[src/rtl/mac_lanes_if.sv]
// Operand and result streams of the multi-lane MAC engine.
// The master side feeds A/B beats and accepts results; the slave side is the engine.
interface mac_lanes_if #(
    parameter int DATA_WIDTH = 8,
    parameter int ACC_WIDTH  = 24,
    parameter int LANES      = 8
);
    logic                         in_valid;
    logic                         in_ready;
    logic [LANES*DATA_WIDTH-1:0]  a_vec;
    logic [DATA_WIDTH-1:0]        b;
    logic                         out_valid;
    logic                         out_ready;
    logic [LANES*ACC_WIDTH-1:0]   c_vec;

    modport master (
        output in_valid, a_vec, b, out_ready,
        input  in_ready, out_valid, c_vec
    );

    modport slave (
        input  in_valid, a_vec, b, out_ready,
        output in_ready, out_valid, c_vec
    );
endinterface

[src/rtl/mac_lanes.sv]
// Multi-lane multiply-accumulate engine: each lane multiplies its own A element
// by a broadcast B over a programmed number of terms, with saturating accumulation.
// Pipeline: beat accepted -> product register -> accumulator (one edge later).

// One MAC lane: product register followed by a saturating accumulator.
module mac_lane #(
    parameter int DATA_WIDTH = 8,
    parameter int ACC_WIDTH  = 24,
    parameter int SIGNED     = 0
) (
    input  logic                  clk,
    input  logic                  rst_n,
    input  logic                  i_clr,
    input  logic                  i_load,
    input  logic                  i_acc_en,
    input  logic [DATA_WIDTH-1:0] i_a,
    input  logic [DATA_WIDTH-1:0] i_b,
    output logic [ACC_WIDTH-1:0]  o_acc,
    output logic                  o_sat
);
    localparam int PW = 2 * DATA_WIDTH;
    localparam int SW = ACC_WIDTH + 1;

    logic [PW-1:0]        w_as, w_bs, w_prod, r_prod;
    logic [ACC_WIDTH-1:0] w_ext, w_sat_val, r_acc;
    logic [SW-1:0]        w_sum;
    logic                 w_ovf;
    logic                 r_sat;

    // Operands are widened to the full product width first so the low PW bits
    // of the multiply are correct for either arithmetic mode.
    generate
        if (SIGNED != 0) begin : g_signed
            assign w_as      = PW'($signed(i_a));
            assign w_bs      = PW'($signed(i_b));
            assign w_ext     = ACC_WIDTH'($signed(r_prod));
            assign w_sum     = SW'($signed(r_acc)) + SW'($signed(w_ext));
            // Overflow when the extra sign bit disagrees with the result sign.
            assign w_ovf     = w_sum[SW-1] ^ w_sum[SW-2];
            assign w_sat_val = w_sum[SW-1] ? {1'b1, {(ACC_WIDTH-1){1'b0}}}
                                           : {1'b0, {(ACC_WIDTH-1){1'b1}}};
        end else begin : g_unsigned
            assign w_as      = PW'(i_a);
            assign w_bs      = PW'(i_b);
            assign w_ext     = ACC_WIDTH'(r_prod);
            assign w_sum     = SW'(r_acc) + SW'(w_ext);
            assign w_ovf     = w_sum[SW-1];
            assign w_sat_val = '1;
        end
    endgenerate

    assign w_prod = w_as * w_bs;

    // Product capture on accepted beats; saturating add whenever a fresh product is held.
    always_ff @(posedge clk or negedge rst_n) begin
        if (!rst_n) begin
            r_prod <= '0;
            r_acc  <= '0;
            r_sat  <= 1'b0;
        end else if (i_clr) begin
            r_prod <= '0;
            r_acc  <= '0;
            r_sat  <= 1'b0;
        end else begin
            if (i_load)
                r_prod <= w_prod;
            if (i_acc_en) begin
                r_acc <= w_ovf ? w_sat_val : w_sum[ACC_WIDTH-1:0];
                if (w_ovf)
                    r_sat <= 1'b1;
            end
        end
    end

    assign o_acc = r_acc;
    assign o_sat = r_sat;
endmodule

module mac_lanes #(
    parameter int DATA_WIDTH = 8,
    parameter int ACC_WIDTH  = 24,
    parameter int LANES      = 8,
    parameter int LEN_WIDTH  = 8,
    parameter int SIGNED     = 0
) (
    input  logic                 clk,
    input  logic                 rst_n,
    input  logic                 i_start,
    input  logic                 i_clr,
    input  logic [LEN_WIDTH-1:0] i_len,
    mac_lanes_if.slave           bus,
    output logic [LANES-1:0]     o_sat_flag,
    output logic                 o_busy
);
    typedef enum logic [1:0] {S_IDLE, S_ACCUM, S_DRAIN, S_DONE} state_t;

    state_t                            r_state, w_next;
    logic [LEN_WIDTH-1:0]              r_len, r_cnt;
    logic                              r_prod_vld;
    logic                              w_in_ready, w_out_valid, w_busy;
    logic                              w_beat, w_last, w_start, w_lane_clr;
    logic [LANES-1:0][ACC_WIDTH-1:0]   w_acc;
    logic [LANES-1:0]                  w_sat;

    assign w_beat     = bus.in_valid && w_in_ready;
    assign w_last     = w_beat && (r_cnt == (r_len - LEN_WIDTH'(1)));
    assign w_start    = (r_state == S_IDLE) && i_start;
    // A new job and an abort both wipe the lanes; clr also wins over start in the FSM.
    assign w_lane_clr = i_clr || w_start;

    // State register.
    always_ff @(posedge clk or negedge rst_n) begin
        if (!rst_n)
            r_state <= S_IDLE;
        else if (i_clr)
            r_state <= S_IDLE;
        else
            r_state <= w_next;
    end

    // Next-state logic; a zero-length job goes straight to DONE with cleared sums.
    always_comb begin
        w_next = r_state;
        case (r_state)
            S_IDLE:  if (i_start) w_next = (i_len == '0) ? S_DONE : S_ACCUM;
            S_ACCUM: if (w_last) w_next = S_DRAIN;
            S_DRAIN: w_next = S_DONE;
            S_DONE:  if (bus.out_ready) w_next = S_IDLE;
            default: w_next = S_IDLE;
        endcase
    end

    // Handshake and status outputs decoded from state.
    always_comb begin
        w_in_ready  = (r_state == S_ACCUM);
        w_out_valid = (r_state == S_DONE);
        w_busy      = (r_state != S_IDLE);
    end

    // Job length, term counter and the product-valid stage bit.
    always_ff @(posedge clk or negedge rst_n) begin
        if (!rst_n) begin
            r_len      <= '0;
            r_cnt      <= '0;
            r_prod_vld <= 1'b0;
        end else if (i_clr) begin
            r_len      <= '0;
            r_cnt      <= '0;
            r_prod_vld <= 1'b0;
        end else if (w_start) begin
            r_len      <= i_len;
            r_cnt      <= '0;
            r_prod_vld <= 1'b0;
        end else begin
            r_prod_vld <= w_beat;
            if (w_beat)
                r_cnt <= r_cnt + LEN_WIDTH'(1);
        end
    end

    generate
        for (genvar g = 0; g < LANES; g++) begin : g_lane
            mac_lane #(
                .DATA_WIDTH (DATA_WIDTH),
                .ACC_WIDTH  (ACC_WIDTH),
                .SIGNED     (SIGNED)
            ) u_lane (
                .clk      (clk),
                .rst_n    (rst_n),
                .i_clr    (w_lane_clr),
                .i_load   (w_beat),
                .i_acc_en (r_prod_vld),
                .i_a      (bus.a_vec[g*DATA_WIDTH +: DATA_WIDTH]),
                .i_b      (bus.b),
                .o_acc    (w_acc[g]),
                .o_sat    (w_sat[g])
            );
        end
    endgenerate

    assign bus.in_ready  = w_in_ready;
    assign bus.out_valid = w_out_valid;
    assign bus.c_vec     = w_acc;
    assign o_sat_flag    = w_sat;
    assign o_busy        = w_busy;
endmodule

[src/flat_wrapper.sv]
// flat-port wrapper written by rule: the top's interface ports become plain ports
module mac_lanes_flat 
#(
    parameter int DATA_WIDTH = 8,
    parameter int ACC_WIDTH  = 24,
    parameter int LANES      = 8,
    parameter int LEN_WIDTH  = 8,
    parameter int SIGNED     = 0
)
  (clk, rst_n, i_start, i_clr, i_len, o_sat_flag, o_busy, bus_in_valid, bus_a_vec, bus_b, bus_out_ready, bus_in_ready, bus_out_valid, bus_c_vec);
  mac_lanes_if #(.DATA_WIDTH(DATA_WIDTH), .ACC_WIDTH(ACC_WIDTH), .LANES(LANES)) bus_i ();
  input  logic clk;
  input  logic rst_n;
  input  logic i_start;
  input  logic i_clr;
  input  logic [LEN_WIDTH-1:0] i_len;
  output logic [LANES-1:0] o_sat_flag;
  output logic o_busy;
  input wire logic [$bits(bus_i.in_valid)-1:0] bus_in_valid;
  input wire logic [$bits(bus_i.a_vec)-1:0] bus_a_vec;
  input wire logic [$bits(bus_i.b)-1:0] bus_b;
  input wire logic [$bits(bus_i.out_ready)-1:0] bus_out_ready;
  output wire logic [$bits(bus_i.in_ready)-1:0] bus_in_ready;
  output wire logic [$bits(bus_i.out_valid)-1:0] bus_out_valid;
  output wire logic [$bits(bus_i.c_vec)-1:0] bus_c_vec;
  assign bus_i.in_valid = bus_in_valid;
  assign bus_i.a_vec = bus_a_vec;
  assign bus_i.b = bus_b;
  assign bus_i.out_ready = bus_out_ready;
  assign bus_in_ready = bus_i.in_ready;
  assign bus_out_valid = bus_i.out_valid;
  assign bus_c_vec = bus_i.c_vec;
  mac_lanes #(.DATA_WIDTH(DATA_WIDTH), .ACC_WIDTH(ACC_WIDTH), .LANES(LANES), .LEN_WIDTH(LEN_WIDTH), .SIGNED(SIGNED)) u_core (.clk(clk), .rst_n(rst_n), .i_start(i_start), .i_clr(i_clr), .i_len(i_len), .bus(bus_i), .o_sat_flag(o_sat_flag), .o_busy(o_busy));
endmodule
[config.mk]
export PLATFORM = sky130hd
export DESIGN_NAME = mac_lanes_flat
export DESIGN_NICKNAME = d
export VERILOG_FILES = /design/src/rtl/mac_lanes_if.sv /design/src/rtl/mac_lanes.sv /design/src/flat_wrapper.sv
export SDC_FILE = /design/constraint.sdc
export NUM_CORES = 2
export LEC_CHECK = 0
export ABC_AREA = 1
export CORE_UTILIZATION = 44
export DETAILED_ROUTE_END_ITERATION = 10
export GPL_ROUTABILITY_DRIVEN = 0
export GPL_TIMING_DRIVEN = 0
export SYNTH_ARGS = -nofsm -noshare
export SYNTH_HDL_FRONTEND = slang
export SYNTH_SLANG_ARGS = --single-unit
[constraint.sdc]
create_clock -name clk -period 4.61 [get_ports clk]
set_input_delay 1.383 -clock clk [delete_from_list [all_inputs] [get_ports clk]]
set_output_delay 1.383 -clock clk [all_outputs]
set_load 0.1 [all_outputs]
After elaboration in Yosys (flattened, before gate mapping)
Index checks and enable logic that the tools add are counted.

Input bits: 86. ROM bits: 0. Register bits: 347. Bits in writable memories: 0. Output and inout port bits: 203. Memories kept: 0. Bits in latches: 0.

Shift-type cells: 0. Eq/ne operators: 7. Bitwise logic cells: 0. Reduce and logical (&&, ||, !) cells: 28. $lt $le $gt $ge: 0. Add/subtract/negate cells: 10. Divide/modulo/power cells: 0. Muxes and demuxes: 77. Multiply operators: 8.

Operators by type and width (count): $mux W24 (24); $mux W16 (16); $add A24 B16 Y25 (8); $mul A8 B8 Y16 (8); $mux W8 (5); $mux W1 (26); $reduce_bool A2 Y1 (12); $reduce_and A2 Y1 (8); $mux W2 (5); $ne A3 B3 Y1 const B (3); $add A8 B1 Y8 const B (1); $eq A8 B8 Y1 (1); $logic_not A8 Y1 (1); $pmux W2 S4 (1); $sub A8 B1 Y8 const B (1); $eq A2 B2 Y1 const B (2); $logic_and A1 B1 Y1 (3); $reduce_and A3 Y1 (1); $reduce_bool A3 Y1 (1); $eq A2 B1 Y1 const B (1); $logic_not A2 Y1 (1); $logic_or A1 B1 Y1 (1).

Depth between registers and ports, before layout
Depth after elaboration: 6. Gate-level depth with buffers: 22. Mapped depth without buffers: 20.

Cells and area by module
A second synthesis with hierarchy kept.

Cell total of the unflattened synthesis: 6708. Area total of the unflattened synthesis: 44138.6 um^2.

Modules (own cells, without submodules): mac_lane at u_core.g_lane[5].u_lane ... (cells each 812, area each 5340.1 um^2, seq. area each 1026.0 um^2, instances 3); mac_lane at u_core.g_lane[1].u_lane ... (cells each 817, area each 5335.1 um^2, seq. area each 1026.0 um^2, instances 2); mac_lane at u_core.g_lane[4].u_lane (cells each 818, area each 5432.7 um^2, seq. area each 1026.0 um^2, instances 1); mac_lane at u_core.g_lane[3].u_lane (cells each 825, area each 5403.9 um^2, seq. area each 1026.0 um^2, instances 1); mac_lane at u_core.g_lane[0].u_lane (cells each 818, area each 5378.9 um^2, seq. area each 1026.0 um^2, instances 1); mac_lanes (cells each 177, area each 1232.4 um^2, seq. area each 475.5 um^2, instances 1).

Worst setup path before layout
Ideal clock, no wire load.

Path kind: input to register. Start point: input port bus_b[2]. End point: register u_core.g_lane[5].u_lane.r_prod[12]. Library setup time: 0.117 ns. Data arrival time: 5.261 ns. Stages on the path: 20. Buffers on the path: 2. Slack: -0.769 ns. Path through: clkbuf_1 clkbuf_1 nand2_1 fa_1 fa_1 inv_1 fa_1 inv_1 fa_1 inv_1 ha_1 nand2_1 o21ai_0 nor2_1 o21ai_0 nand2_1 nand2_1 nand2_1 nand3_1 nand2_1.

Longest elaborated chain between the ends: 3.

RTL lines: start, declared (RTL line flat_wrapper.sv:21) `input wire logic [$bits(bus_i.b)-1:0] bus_b;`; $mul A8 B8 Y16 (RTL line mac_lanes.sv:52) `assign w_prod = w_as * w_bs;`; $mux W16 (RTL line mac_lanes.sv:65) `if (i_load)`; $mux W16 (RTL line mac_lanes.sv:60) `end else if (i_clr) begin`; end signal, assigned (RTL line mac_lanes.sv:66) `r_prod <= w_prod;`; end, declared (RTL line mac_lanes.sv:24) `logic [PW-1:0] w_as, w_bs, w_prod, r_prod;`.

No other way between the ends. The select of a mux whose other input is x is not followed. A chain may end at the register's enable or synchronous reset.

Final worst setup path
Start point: input port bus_b[4]. End point: register u_core.g_lane[3].u_lane.r_prod[13].

Longest elaborated chain between the ends: 3.

RTL lines (RTL line): $mul A8 B8 Y16 (mac_lanes.sv:52); $mux W16 (mac_lanes.sv:65); $mux W16 (mac_lanes.sv:60); end signal, assigned (mac_lanes.sv:66); end, declared (mac_lanes.sv:24).

No other way between the ends. The select of a mux whose other input is x is not followed.

==> results.rst <==
.. list-table::
   :header-rows: 1

   * - Metric
     - Value
   * - Pins over their slew limit
     - 0
   * - Cell depth of the worst min-delay path
     - 2
   * - Largest net degree at the start of global routing
     - 120
   * - Final Cell Area
     - a little under 50000 um2
   * - CTS HTree Levels
     - 2
   * - Worst Setup Slack, final
     - -52.5 ps
   * - Cell family with the largest share of critical-path delay
     - adder cells
   * - Final setup viols
     - 7
   * - Mean post-synth cell area
     - 7.02 um2
   * - Required time at the worst-slack endpoint
     - between 5000 and 6000 ps
   * - Fin cells
     - approximately 7300
   * - Syn Std Cell Area
     - roughly 40000 um2
   * - Cts hold-fix bufs
     - 0
   * - Detailed-placement wirelength estimate
     - 115000 um
   * - Clock tree from TritonCTS
     - yes
   * - # Max-Cap Violations
     - 0
   * - Overall power after layout
     - 16.6 mW
   * - Endpoint of the worst hold-timing path
     - u_core.g_lane[3].u_lane.o_sat$_DFFE_PN0P_
   * - Avg Vias per Cell
     - between 5 and 6
   * - Min Clock Period, post-route
     - about 4700 ps
   * - Area of the core
     - 90300 um2
   * - Number of antenna violations at the first check in global routing
     - 10
   * - Starting DRT DRC Count
     - around 3600
   * - Overall via count from detail_route
     - around 40000
   * - Outcome
     - complete, but fails checks
   * - Worst slew pin tran
     - approximately 1300 ps
   * - Highest fanout seen on the critical path
     - 6
   * - CP arrival
     - approximately 5000 ps
   * - Routed wire length
     - ~150000 um
   * - Area of all sequential standard cells
     - 8680 um2
   * - RSZ-0062 raised after global routing
     - yes
   * - Per-cell routed wire length
     - 20.1 um
   * - GR Overflow Total
     - 0
   * - Register-to-register path setup slack
     - ~1100 ps
   * - Total Die Area
     - roughly 93000 um2
   * - Total Routing Usage GR
     - between 30 and 40%
   * - Critical Path Start
     - bus_b[4]
   * - Num CTS Buffers
     - 43
   * - Drc violations
     - 0
   * - Total leakage power
     - ~28 nW
   * - Share of post-route cells with drive strength above 1
     - between 10% and 20%
   * - Max transition margin
     - 12.5%
   * - Remaining antenna violation count after routing
     - 0
   * - Number of standard-cell rows in the floorplan
     - 110
   * - Number of cells produced by synthesis
     - roughly 5700
   * - Share of flip-flops with an asynchronous set or reset after synthesis
     - 100%
   * - Startpoint type of the worst setup path
     - input pin
   * - Fill cell instance count of the final layout
     - 8737
   * - Post-synthesis sequential area ratio
     - a little over a fifth
   * - Post-synth top area share
     - a little over a fifth
   * - Violated checks
     - negative setup slack
   * - Worst VDD drop
     - 0.000265 V
   * - Worst min-delay path startpoint
     - u_core.g_lane[3].u_lane.o_sat$_DFFE_PN0P_
   * - Stage delay of the slowest cell on the critical path
     - a little under 600 ps
   * - CP Cell Sequence
     - clkbuf_16 -> clkbuf_16 -> nand2_4 -> inv_2 -> fa_1 -> fa_1 -> fa_1 -> inv_2 -> fa_1 -> inv_2 -> ha_4 -> nand2_4 -> o21ai_4 -> a21oi_2 -> o21ai_2 -> a21oi_2 -> o21ai_4 -> nand2_1
   * - Synthesized net count
     - 6535
   * - Synth Register Bits
     - between 300 and 400
   * - Maximum clock insertion buffer count
     - 3
   * - Most used DFF post-synth
     - sky130_fd_sc_hd__dfrtp_1
   * - Final Skew
     - approximately 33 ps
   * - Slowest-stage cell, CP
     - sky130_fd_sc_hd__fa_1
   * - Leading area contributor after synthesis
     - sky130_fd_sc_hd__dfrtp_1
   * - Maximum achievable frequency
     - around 210 MHz
   * - Height of the die
     - 304 um
   * - Combined area of the multi-input logic cells
     - around 28000 um2
   * - Distinct cell type count of the synthesized netlist
     - 49
   * - Die width
     - between 300 and 400 um
   * - Critical path capture point type
     - flop
   * - Clock Sinks
     - approximately 350
   * - Number of buffers and inverters on the critical path
     - 5
   * - EDFF count, synth
     - 0
   * - IO Pins
     - 289
   * - Cell types with the largest area share after synthesis
     - sky130_fd_sc_hd__dfrtp_1, sky130_fd_sc_hd__nand2_1, sky130_fd_sc_hd__fa_1, sky130_fd_sc_hd__ha_1, sky130_fd_sc_hd__inv_1
   * - Endpoint of the lowest-slack register-to-register path
     - u_core.g_lane[7].u_lane.o_acc[19]$_DFFE_PN0P_
   * - Area after detailed placement
     - between 40000 and 50000 um2
   * - Insertion delay to the later sink of the worst-skew pair
     - 600 ps
   * - Number of nets in the finished design
     - slightly below 7000
   * - Cell with the most instances on the worst path
     - sky130_fd_sc_hd__fa_1
   * - Length in cells of the worst reg-to-reg path
     - 10
   * - Source of the worst register-to-register timing path
     - u_core.r_state[0]$_DFFE_PN0P_
   * - First-pass GRT wire length
     - roughly 220000 um
   * - Type of the worst min-delay path
     - reg2reg
   * - Post-route clock period utilization
     - 101%
   * - Post-route setup TNS
     - -190 ps
   * - Number of global-route vias before repair
     - roughly 36000
   * - Power per cell area
     - roughly 340 nW/um2
   * - Router iterations before antenna repair
     - 6
   * - Synth-to-layout area growth
     - 20.6%
   * - Reg clk slew, reported paths
     - ~60 ps
   * - Library cell used as clock root buffer
     - sky130_fd_sc_hd__clkbuf_16
   * - Number of buffers inserted by port buffering
     - 216
   * - Initial core utilization
     - 44.5%
   * - Count of warnings emitted by yosys
     - 0
   * - Inst Count DP
     - 7126
   * - Count of endpoints failing hold in the final timing report
     - 0
   * - Kind of critical path
     - in2reg
==> where the power goes <==
| part | switching, mW | internal [mW] | leakage [nW] |
|---|---|---|---|
| Combinational | 5.81 | 3.62 | 22.0 |
| Clock | 1.50 | 2.22 | 0.745 |
| Sequential | 0.202 | 3.21 | 4.82 |
| Total | 7.52 | 9.05 | 27.6 |
==> cells in the mapped netlist (6+ instances only) <==
| library cell | number |
|---|---|
| sky130_fd_sc_hd__clkbuf_1 | 84 |
| sky130_fd_sc_hd__inv_1 | 1147 |
| sky130_fd_sc_hd__o221ai_1 | 7 |
| sky130_fd_sc_hd__and2_1 | 6 |
| sky130_fd_sc_hd__a21o_1 | 22 |
| sky130_fd_sc_hd__nand3_1 | 377 |
| sky130_fd_sc_hd__o31ai_1 | 6 |
| sky130_fd_sc_hd__nand3_2 | 6 |
| sky130_fd_sc_hd__fa_1 | 296 |
| sky130_fd_sc_hd__nand4_2 | 6 |
| sky130_fd_sc_hd__nand4_1 | 45 |
| sky130_fd_sc_hd__xnor2_1 | 22 |
| sky130_fd_sc_hd__a21oi_1 | 378 |
| sky130_fd_sc_hd__o21ai_1 | 23 |
| sky130_fd_sc_hd__nand2_1 | 1614 |
| sky130_fd_sc_hd__nand3b_1 | 15 |
| sky130_fd_sc_hd__nor2_1 | 254 |
| sky130_fd_sc_hd__buf_1 | 16 |
| sky130_fd_sc_hd__a21boi_0 | 6 |
| sky130_fd_sc_hd__a22o_1 | 24 |
| sky130_fd_sc_hd__a32o_1 | 12 |
| sky130_fd_sc_hd__nor4_1 | 7 |
| sky130_fd_sc_hd__o21bai_1 | 9 |
| sky130_fd_sc_hd__o2111ai_1 | 15 |
| sky130_fd_sc_hd__clkbuf_2 | 56 |
| sky130_fd_sc_hd__o311ai_0 | 6 |
| sky130_fd_sc_hd__o22ai_1 | 7 |
| sky130_fd_sc_hd__o21a_1 | 7 |
| sky130_fd_sc_hd__o21ai_0 | 292 |
| sky130_fd_sc_hd__or2_2 | 16 |
| sky130_fd_sc_hd__buf_4 | 10 |
| sky130_fd_sc_hd__nor3_1 | 67 |
| sky130_fd_sc_hd__dfrtp_1 | 347 |
| sky130_fd_sc_hd__nand2_2 | 12 |
| sky130_fd_sc_hd__buf_2 | 51 |
| sky130_fd_sc_hd__xor2_1 | 19 |
| sky130_fd_sc_hd__o211ai_1 | 6 |
| sky130_fd_sc_hd__ha_1 | 422 |
==> stage by stage <==
step / util [%] / setup WS, ps / hold slack, ps
2_1_floorplan: - / -288 / 451
3_5_place_dp: 49.9 / -1440 / 469
5_1_grt: 53.7 / -180 / 498
3_3_place_gp: 49.8 / -13860 / 466
4_1_cts: 52.1 / -41.7 / 485
6_report: 53.7 / -52.5 / 478
==> flip-flops by register name, indices dropped and copies added (netlist names) <==
register                     flops
u_core.r_cnt                     8
u_core.g_lane.u_lane.o_acc     192
u_core.r_state                   2
u_core.r_len                     8
u_core.r_prod_vld                1
u_core.g_lane.u_lane.r_prod    128
u_core.g_lane.u_lane.o_sat       8
==> cell usage in the layout, fill, tap and decap left out, drive strengths merged, types with 173 or more instances in the layout <==
| master | Yosys | layout |
|---|---|---|
| a21oi | 378 | 378 |
| buf | 78 | 173 |
| clkbuf | 140 | 177 |
| clkdlybuf4s50 | 0 | 215 |
| dfrtp | 347 | 347 |
| fa | 296 | 296 |
| ha | 422 | 422 |
| inv | 1149 | 1152 |
| nand2 | 1628 | 1628 |
| nand3 | 383 | 383 |
| nor2 | 257 | 257 |
| o21ai | 316 | 316 |
==> logic make-up after synthesis <==
family	after synthesis	synth area share, %
and+or+nand+nor	2434	25.1
adders and majority gates	718	27.9
buffers and inverters	1367	13.2
AOI/OAI and AO/OA	824	11.3
xor gates and xnor gates	41	0.893
DFF	347	21.6
==> worst max path at each step <==
stage,end,slack [ps],depth (start not counted)
after floorplan,u_core.g_lane[5].u_lane.r_prod[12]$_DFFE_PN0P_,-290,20
after global placement,u_core.g_lane[1].u_lane.r_prod[13]$_DFFE_PN0P_,-13860,1
after detailed placement,u_core.g_lane[3].u_lane.r_prod[13]$_DFFE_PN0P_,-1440,16
after CTS,u_core.g_lane[3].u_lane.r_prod[12]$_DFFE_PN0P_,-40,18
after global routing,u_core.g_lane[0].u_lane.r_prod[12]$_DFFE_PN0P_,-180,18
final,u_core.g_lane[3].u_lane.r_prod[13]$_DFFE_PN0P_,-50,18
==> worst register-to-register path: cells and delay by family (launching register included) <==
kind | cells | cell delay, ps
AOI/OAI and AO/OA | 1 | 340
adders and majority gates | 1 | 260
and+or+nand+nor | 4 | 1140
buffers and inverters | 4 | 1330
DFF | 1 | 400
==> routing by layer <==
layer,share of wire [%],GRT usage (%)
met3,7.2,3.39
met2,44,48.1
met1,46,44.8
met4,3.3,9.10
met5,0.029,0
==> repair_timing <==
action,CTS,global route
pin swaps,10,114
hold endpoints to repair,0,0
cloned,2,6
endpoints found under the setup margin,84,61
resized for setup,92,273
buffers inserted,8,57
==> layout make-up <==
cell class,instances,share of cell area [%]
Clock buffer,55,2.52
Inverter,1149,8.89
Multi-Input combinational cell,4017,57.5
Buffer,218,3.54
Antenna cell,7,0.0361
Tap cell,1176,3.03
Clock inverter,23,0.622
Sequential cell,347,17.9
Timing Repair Buffer,292,5.97
(Power assumes the default switching activity.)
